--- config.mk ---
export PLATFORM = sky130hd
export DESIGN_NAME = ahb_master_arbiter
export DESIGN_NICKNAME = d
export VERILOG_FILES = /design/src/rtl/svarog_ahb_pkg.sv /design/src/rtl/ahb_addr_hold.sv /design/src/rtl/ahb_master_arbiter.sv
export SDC_FILE = /design/constraint.sdc
export NUM_CORES = 1
export LEC_CHECK = 0
export ABC_AREA = 1
export CAP_MARGIN = 20
export CORE_MARGIN = 2
export CORE_UTILIZATION = 36
export DETAILED_ROUTE_END_ITERATION = 10
export GPL_TIMING_DRIVEN = 0
export PLACE_DENSITY = 0.73
export SLEW_MARGIN = 20
export SYNTH_ARGS = -nofsm -noshare
export SYNTH_HDL_FRONTEND = slang
export SYNTH_HIERARCHICAL = 1
export SYNTH_SLANG_ARGS = --single-unit
--- constraint.sdc ---
create_clock -name hclk_i -period 3.5 [get_ports hclk_i]
set_input_delay 0.875 -clock hclk_i [delete_from_list [all_inputs] [get_ports hclk_i]]
set_output_delay 0.875 -clock hclk_i [all_outputs]
set_load 0.1 [all_outputs]
--- src/rtl/svarog_ahb_pkg.sv ---
// ==========================================================================
// svarog_ahb_pkg -- shared AHB-Lite encodings and address-phase bundle | rev 1.0
// ==========================================================================
`default_nettype none

package svarog_ahb_pkg;

   localparam logic [1:0] HTRANS_IDLE   = 2'b00;
   localparam logic [1:0] HTRANS_BUSY   = 2'b01;
   localparam logic [1:0] HTRANS_NONSEQ = 2'b10;
   localparam logic [1:0] HTRANS_SEQ    = 2'b11;

   localparam logic HRESP_OKAY  = 1'b0;
   localparam logic HRESP_ERROR = 1'b1;

   localparam int AHB_ADDR_WIDTH = 32;

   typedef struct packed {
      logic [AHB_ADDR_WIDTH-1:0] haddr;
      logic                      hwrite;
      logic [2:0]                hsize;
   } ahb_aphase_t;

   // BUSY counts as IDLE and SEQ as NONSEQ: only bit 1 carries a request.
   function automatic logic is_active(input logic [1:0] htrans);
      return htrans[1];
   endfunction

endpackage

`default_nettype wire

--- src/rtl/ahb_addr_hold.sv ---
// ==========================================================================
// ahb_addr_hold -- per-master address hold register, candidate mux, stall | rev 1.0
// ==========================================================================
`default_nettype none

module ahb_addr_hold
   import svarog_ahb_pkg::*;
(
   input  logic        clk,
   input  logic        rst_n,
   input  logic [1:0]  htrans,
   input  ahb_aphase_t req,
   input  logic        bus_ready,
   input  logic        dphase_own,
   input  logic        granted,
   output logic        ready,
   output logic        cand_vld,
   output ahb_aphase_t cand
);

   logic        hold_vld;
   ahb_aphase_t hold;
   logic        accept;

   // A master never owns the data phase while it also holds a request, so
   // checking ownership first is enough to cover all three stall cases.
   always_comb begin
      ready    = dphase_own ? bus_ready : ~hold_vld;
      accept   = ready & is_active(htrans) & rst_n;
      cand_vld = hold_vld | accept;
      cand     = hold_vld ? hold : req;
   end

   always_ff @(posedge clk or negedge rst_n) begin
      if (!rst_n) begin
         hold_vld <= 1'b0;
         hold     <= '0;
      end else if (granted) begin
         hold_vld <= 1'b0;
      end else if (accept) begin
         hold_vld <= 1'b1;
         hold     <= req;
      end
   end

endmodule

`default_nettype wire

--- src/rtl/ahb_master_arbiter.sv ---
// ==========================================================================
// ahb_master_arbiter -- round-robin ibus/dbus share of one AHB-Lite bus | rev 1.0
// ==========================================================================
`default_nettype none

module ahb_master_arbiter
   import svarog_ahb_pkg::*;
#(
   parameter int DATA_WIDTH = 32,
   parameter int ADDR_WIDTH = 32,
   parameter bit DBUS_FIRST = 1'b1
)(
   input  logic                  hclk_i,
   input  logic                  hresetn_i,

   input  logic [1:0]            ibus_htrans_i,
   input  logic [ADDR_WIDTH-1:0] ibus_haddr_i,
   input  logic                  ibus_hwrite_i,
   input  logic [2:0]            ibus_hsize_i,
   input  logic [DATA_WIDTH-1:0] ibus_hwdata_i,
   output logic [DATA_WIDTH-1:0] ibus_hrdata_o,
   output logic                  ibus_hready_o,
   output logic                  ibus_hresp_o,

   input  logic [1:0]            dbus_htrans_i,
   input  logic [ADDR_WIDTH-1:0] dbus_haddr_i,
   input  logic                  dbus_hwrite_i,
   input  logic [2:0]            dbus_hsize_i,
   input  logic [DATA_WIDTH-1:0] dbus_hwdata_i,
   output logic [DATA_WIDTH-1:0] dbus_hrdata_o,
   output logic                  dbus_hready_o,
   output logic                  dbus_hresp_o,

   output logic [1:0]            htrans_o,
   output logic [ADDR_WIDTH-1:0] haddr_o,
   output logic                  hwrite_o,
   output logic [2:0]            hsize_o,
   output logic [DATA_WIDTH-1:0] hwdata_o,
   input  logic [DATA_WIDTH-1:0] hrdata_i,
   input  logic                  hready_i,
   input  logic                  hresp_i
);

   ahb_aphase_t ibus_req, dbus_req, ibus_cand, dbus_cand, sel_req;
   logic        ibus_cand_vld, dbus_cand_vld;
   logic        ibus_own, dbus_own;
   logic        ibus_grant, dbus_grant;
   logic        sel_vld, sel_dbus, issue;

   logic        last_dbus;
   logic        dphase_vld, dphase_dbus;
   logic        shown_vld, shown_dbus;

   always_comb begin
      ibus_req.haddr  = AHB_ADDR_WIDTH'(ibus_haddr_i);
      ibus_req.hwrite = ibus_hwrite_i;
      ibus_req.hsize  = ibus_hsize_i;
      dbus_req.haddr  = AHB_ADDR_WIDTH'(dbus_haddr_i);
      dbus_req.hwrite = dbus_hwrite_i;
      dbus_req.hsize  = dbus_hsize_i;
      ibus_own        = dphase_vld & ~dphase_dbus;
      dbus_own        = dphase_vld &  dphase_dbus;
   end

   ahb_addr_hold u_ibus_hold (
      .clk        (hclk_i),
      .rst_n      (hresetn_i),
      .htrans     (ibus_htrans_i),
      .req        (ibus_req),
      .bus_ready  (hready_i),
      .dphase_own (ibus_own),
      .granted    (ibus_grant),
      .ready      (ibus_hready_o),
      .cand_vld   (ibus_cand_vld),
      .cand       (ibus_cand)
   );

   ahb_addr_hold u_dbus_hold (
      .clk        (hclk_i),
      .rst_n      (hresetn_i),
      .htrans     (dbus_htrans_i),
      .req        (dbus_req),
      .bus_ready  (hready_i),
      .dphase_own (dbus_own),
      .granted    (dbus_grant),
      .ready      (dbus_hready_o),
      .cand_vld   (dbus_cand_vld),
      .cand       (dbus_cand)
   );

   // Once a candidate has been shown during a wait state it stays selected,
   // so the shared address phase cannot switch masters under hready_i=0.
   always_comb begin
      if (shown_vld)
         sel_dbus = shown_dbus;
      else if (ibus_cand_vld & dbus_cand_vld)
         sel_dbus = ~last_dbus;
      else
         sel_dbus = dbus_cand_vld;
      sel_vld    = shown_vld | ibus_cand_vld | dbus_cand_vld;
      sel_req    = sel_dbus ? dbus_cand : ibus_cand;
      issue      = sel_vld & hready_i;
      ibus_grant = issue & ~sel_dbus;
      dbus_grant = issue &  sel_dbus;
   end

   always_ff @(posedge hclk_i or negedge hresetn_i) begin
      if (!hresetn_i) begin
         last_dbus   <= ~DBUS_FIRST;
         dphase_vld  <= 1'b0;
         dphase_dbus <= 1'b0;
         shown_vld   <= 1'b0;
         shown_dbus  <= 1'b0;
      end else if (hready_i) begin
         dphase_vld  <= issue;
         dphase_dbus <= sel_dbus;
         shown_vld   <= 1'b0;
         if (issue)
            last_dbus <= sel_dbus;
      end else begin
         shown_vld   <= sel_vld;
         shown_dbus  <= sel_dbus;
      end
   end

   always_comb begin
      htrans_o      = sel_vld ? HTRANS_NONSEQ : HTRANS_IDLE;
      haddr_o       = sel_vld ? ADDR_WIDTH'(sel_req.haddr) : '0;
      hwrite_o      = sel_vld ? sel_req.hwrite : 1'b0;
      hsize_o       = sel_vld ? sel_req.hsize : 3'd0;
      hwdata_o      = dphase_dbus ? dbus_hwdata_i : ibus_hwdata_i;
      ibus_hrdata_o = hrdata_i;
      dbus_hrdata_o = hrdata_i;
      ibus_hresp_o  = ibus_own ? hresp_i : HRESP_OKAY;
      dbus_hresp_o  = dbus_own ? hresp_i : HRESP_OKAY;
   end

endmodule

`default_nettype wire

==> out/metrics.yaml <==
outcome:
  status: "completed"
critical_path:
  cp_slowest_cell: "clkdlybuf4s50_1"
  rr_worst_depth: 18
  cp_cell_sequence: "clkdlybuf4s50_1 > nand2_1 > nand2_1 > clkdlybuf4s50_1"
  crit_fanout: 1
  cp.arrival_ps: 2580
  cp-start-kind: "input pin"
  slowest_delay_ps: 1120
  endpoint: "hwdata_o[5]"
  endpoint_kind: "output pin"
  path_class: "input pin to output pin"
  reg2reg_to: "u_dbus_hold/hold[16]"
  reg2reg_from: "dphase_dbus"
  ff2ff_setup_slack_ps: 770
  cp-startpoint: "dbus_hwdata_i[5]"
  crit_family: "buffers and inverters"
  cp_num_buf_inv: 2
  cp.depth: 4
  critPathRequiredTime_ps: 2620
yosys:
  synth_xor_area_share_pct: 0
  avgSynthCellArea_sq_um: 6.351
  synth_top_family_by_area: "simple AND/OR/NAND/NOR gates"
  ys_seq_elements: 79
  syn_nets: 1149
  yosys.area_share.simple_pct: 44.42
  ys_seq_area_share_pct: 31.99
  synth_mux_area_share_pct: 0
  syn_area_sq_um: 6180
  synth_cell_types: 22
  synth_warnings: 6
  synth_compound_area_share_pct: 4.313
  syn_inst: 973
  yosys.area_share.adder_pct: 0
floorplan:
  start_util_pct: 37.00
  core-area_sq_um: 16700
  rows: 47
  die_y_um: 135.0
  ios: 314
  die-width_um: 135.0
  die_area_sq_um: 18230
global_routing:
  antenna_found_initial: 0
  track_usage_pct: 24.70
  grt_overflow: 0
  grt_max_degree: 41
  grt_pass1_vias: 6821
  grt_first_pass_wirelength_um: 35510
drt:
  wl_per_cell_um: 15.42
  post_drt_via_cell_ratio: 4.873
  drc: 0
  drt-pass1-iter-count: 6
  vias: 7310
  wl_um: 23140
  ant_nets: 0
  drt_iter0_drc: 531
clock_tree:
  clk_path_buf_depth: 2
  clk_pin_slew_ps: 60
  cts-root-buf: "clkbuf_16"
  clk_latency_ps: 350
  cts_buffers: 9
  clock-sinks: 79
  cts_tree: "yes"
  htree_levels: 3
sta:
  rsz0062_at_grt: "yes"
  max_clock_freq_mhz: 289.5
  min_period_ps: 3454
  worst_slew_pin_slew_ps: 1006
  slew_headroom_pct: 32.81
  finalHoldViolCount: 0
  finalSetupViolCount: 0
  skew_ps: 6.334
  fin_crit_sh_pct: 98.69
  final_max_slew_viol_count: 0
  setup_slack_ps: 45.77
place:
  place_congestion: 0.8786
  post-place-ws_ps: -1539
  io_buffer_count: 278
  dp_cells: 1472
  dpl.hpwl_um: 17410
cells_and_area:
  n_antenna_cell: 0
  area_growth_pct: 70.95
  drive_above_1_share_pct: 22.50
  fin_cells: 1500
  fin_nets: 1451
min_path:
  hp-class: "input pin to asynchronous set/reset pin"
flow_run:
  drv_cap: 0
## final cells by class
class	instances	area [sq um]
clock inverters	2	60.06
flip-flops and latches	79	1977
plain buffers	136	1071
clock buffers	14	284.0
well taps	220	275.3
repair buffers	292	3344
fillers	1554	6137
multi-input cells	707	3364
inverters	50	187.7
## synthesized netlist by cell type
library cell	n	area share, %
a21oi_1	29	2.3
a21oi_2	10	1.4
a31oi_1	1	0.10
buf_1	2	0.12
buf_2	22	1.8
buf_4	84	10
buf_6	19	3.5
clkbuf_1	10	0.61
conb_1	1	0.061
dfrtp_1	79	32
inv_1	43	2.6
inv_2	7	0.43
nand2_1	509	31
nand3_1	36	2.9
nand3_2	1	0.16
nand3_4	2	0.57
nand4_1	72	7.3
nor2_1	41	2.5
nor3_1	1	0.081
o21ai_0	1	0.081
o21ai_1	1	0.081
o21ai_2	2	0.28
## metrics by stage
step           hold WS, ps  setup TNS [ps]  utilization (%)  cell area (sq um)
3_5_place_dp         458.6          -63800            56.03               9358
3_3_place_gp         453.3         -505900            55.88               9333
4_1_cts              367.9          -71.63            61.35              10250
6_report             370.1               0            63.25              10560
5_1_grt              399.4          -88.22            63.25              10560
2_1_floorplan        441.7               0                -               6275
## what timing repair did
action                                  in CTS  in global routing
gates resized for setup                    362                 83
hold buffers                                 0                  0
buffers inserted                             6                  2
hold endpoints to repair                     0                  0
pin swaps                                   18                 23
gates cloned                                 4                  2
endpoints found under the setup margin      50                 61
## kinds of logic (layout without fill, tap and decap cells)
| logic type | after synthesis | count (layout) |
|---|---|---|
| flops | 79 | 79 |
| other cells | 1 | 1 |
| simple gates | 662 | 662 |
| buf+inv | 187 | 494 |
| compound gates | 44 | 44 |
## registers in the layout, summed over array words and instances (netlist names)
register / cells
u_dbus_hold/hold: 36
u_ibus_hold/hold: 36
dphase_dbus: 1
dphase_vld: 1
last_dbus: 1
shown_dbus: 1
shown_vld: 1
u_dbus_hold/hold_vld: 1
u_ibus_hold/hold_vld: 1
## placed cells by master (no fill, tap or decap), types with 24 or more instances in the layout
master | Yosys | final
nand2_1 | 509 | 491
a21oi_1 | 29 | 24
inv_1 | 43 | 43
nand4_1 | 72 | 72
buf_12 | 0 | 30
buf_6 | 19 | 27
buf_4 | 84 | 87
nand3_1 | 36 | 24
clkdlybuf4s50_1 | 0 | 205
dfrtp_1 | 79 | 79
## per-layer routing
layer | vias up | part of all wire (%) | routed length (um) | track usage (%)
li1 | 3586 | - | - | -
met1 | 3374 | 42 | 9783 | 32.24
met2 | 305 | 48 | 11210 | 41.77
met3 | 45 | 6.7 | 1560 | 3.716
met4 | 0 | 2.5 | 585 | 8.623
met5 | - | 0 | 0 | 0
## worst min path at each step
stage | to | slack [ps] | cells after the start
6_report | u_ibus_hold/hold[9] | 370 | 1
5_1_grt | u_ibus_hold/hold[9] | 400 | 1
4_1_cts | u_ibus_hold/hold[9] | 370 | 1
3_5_place_dp | u_dbus_hold/hold[20] | 460 | 2
3_3_place_gp | u_dbus_hold/hold[21] | 450 | 2
2_1_floorplan | u_dbus_hold/hold[34] | 440 | 2
Power is left out: the tool's default activity adds up to more than one toggle a clock period on the data nets, which glitch-free logic cannot reach.
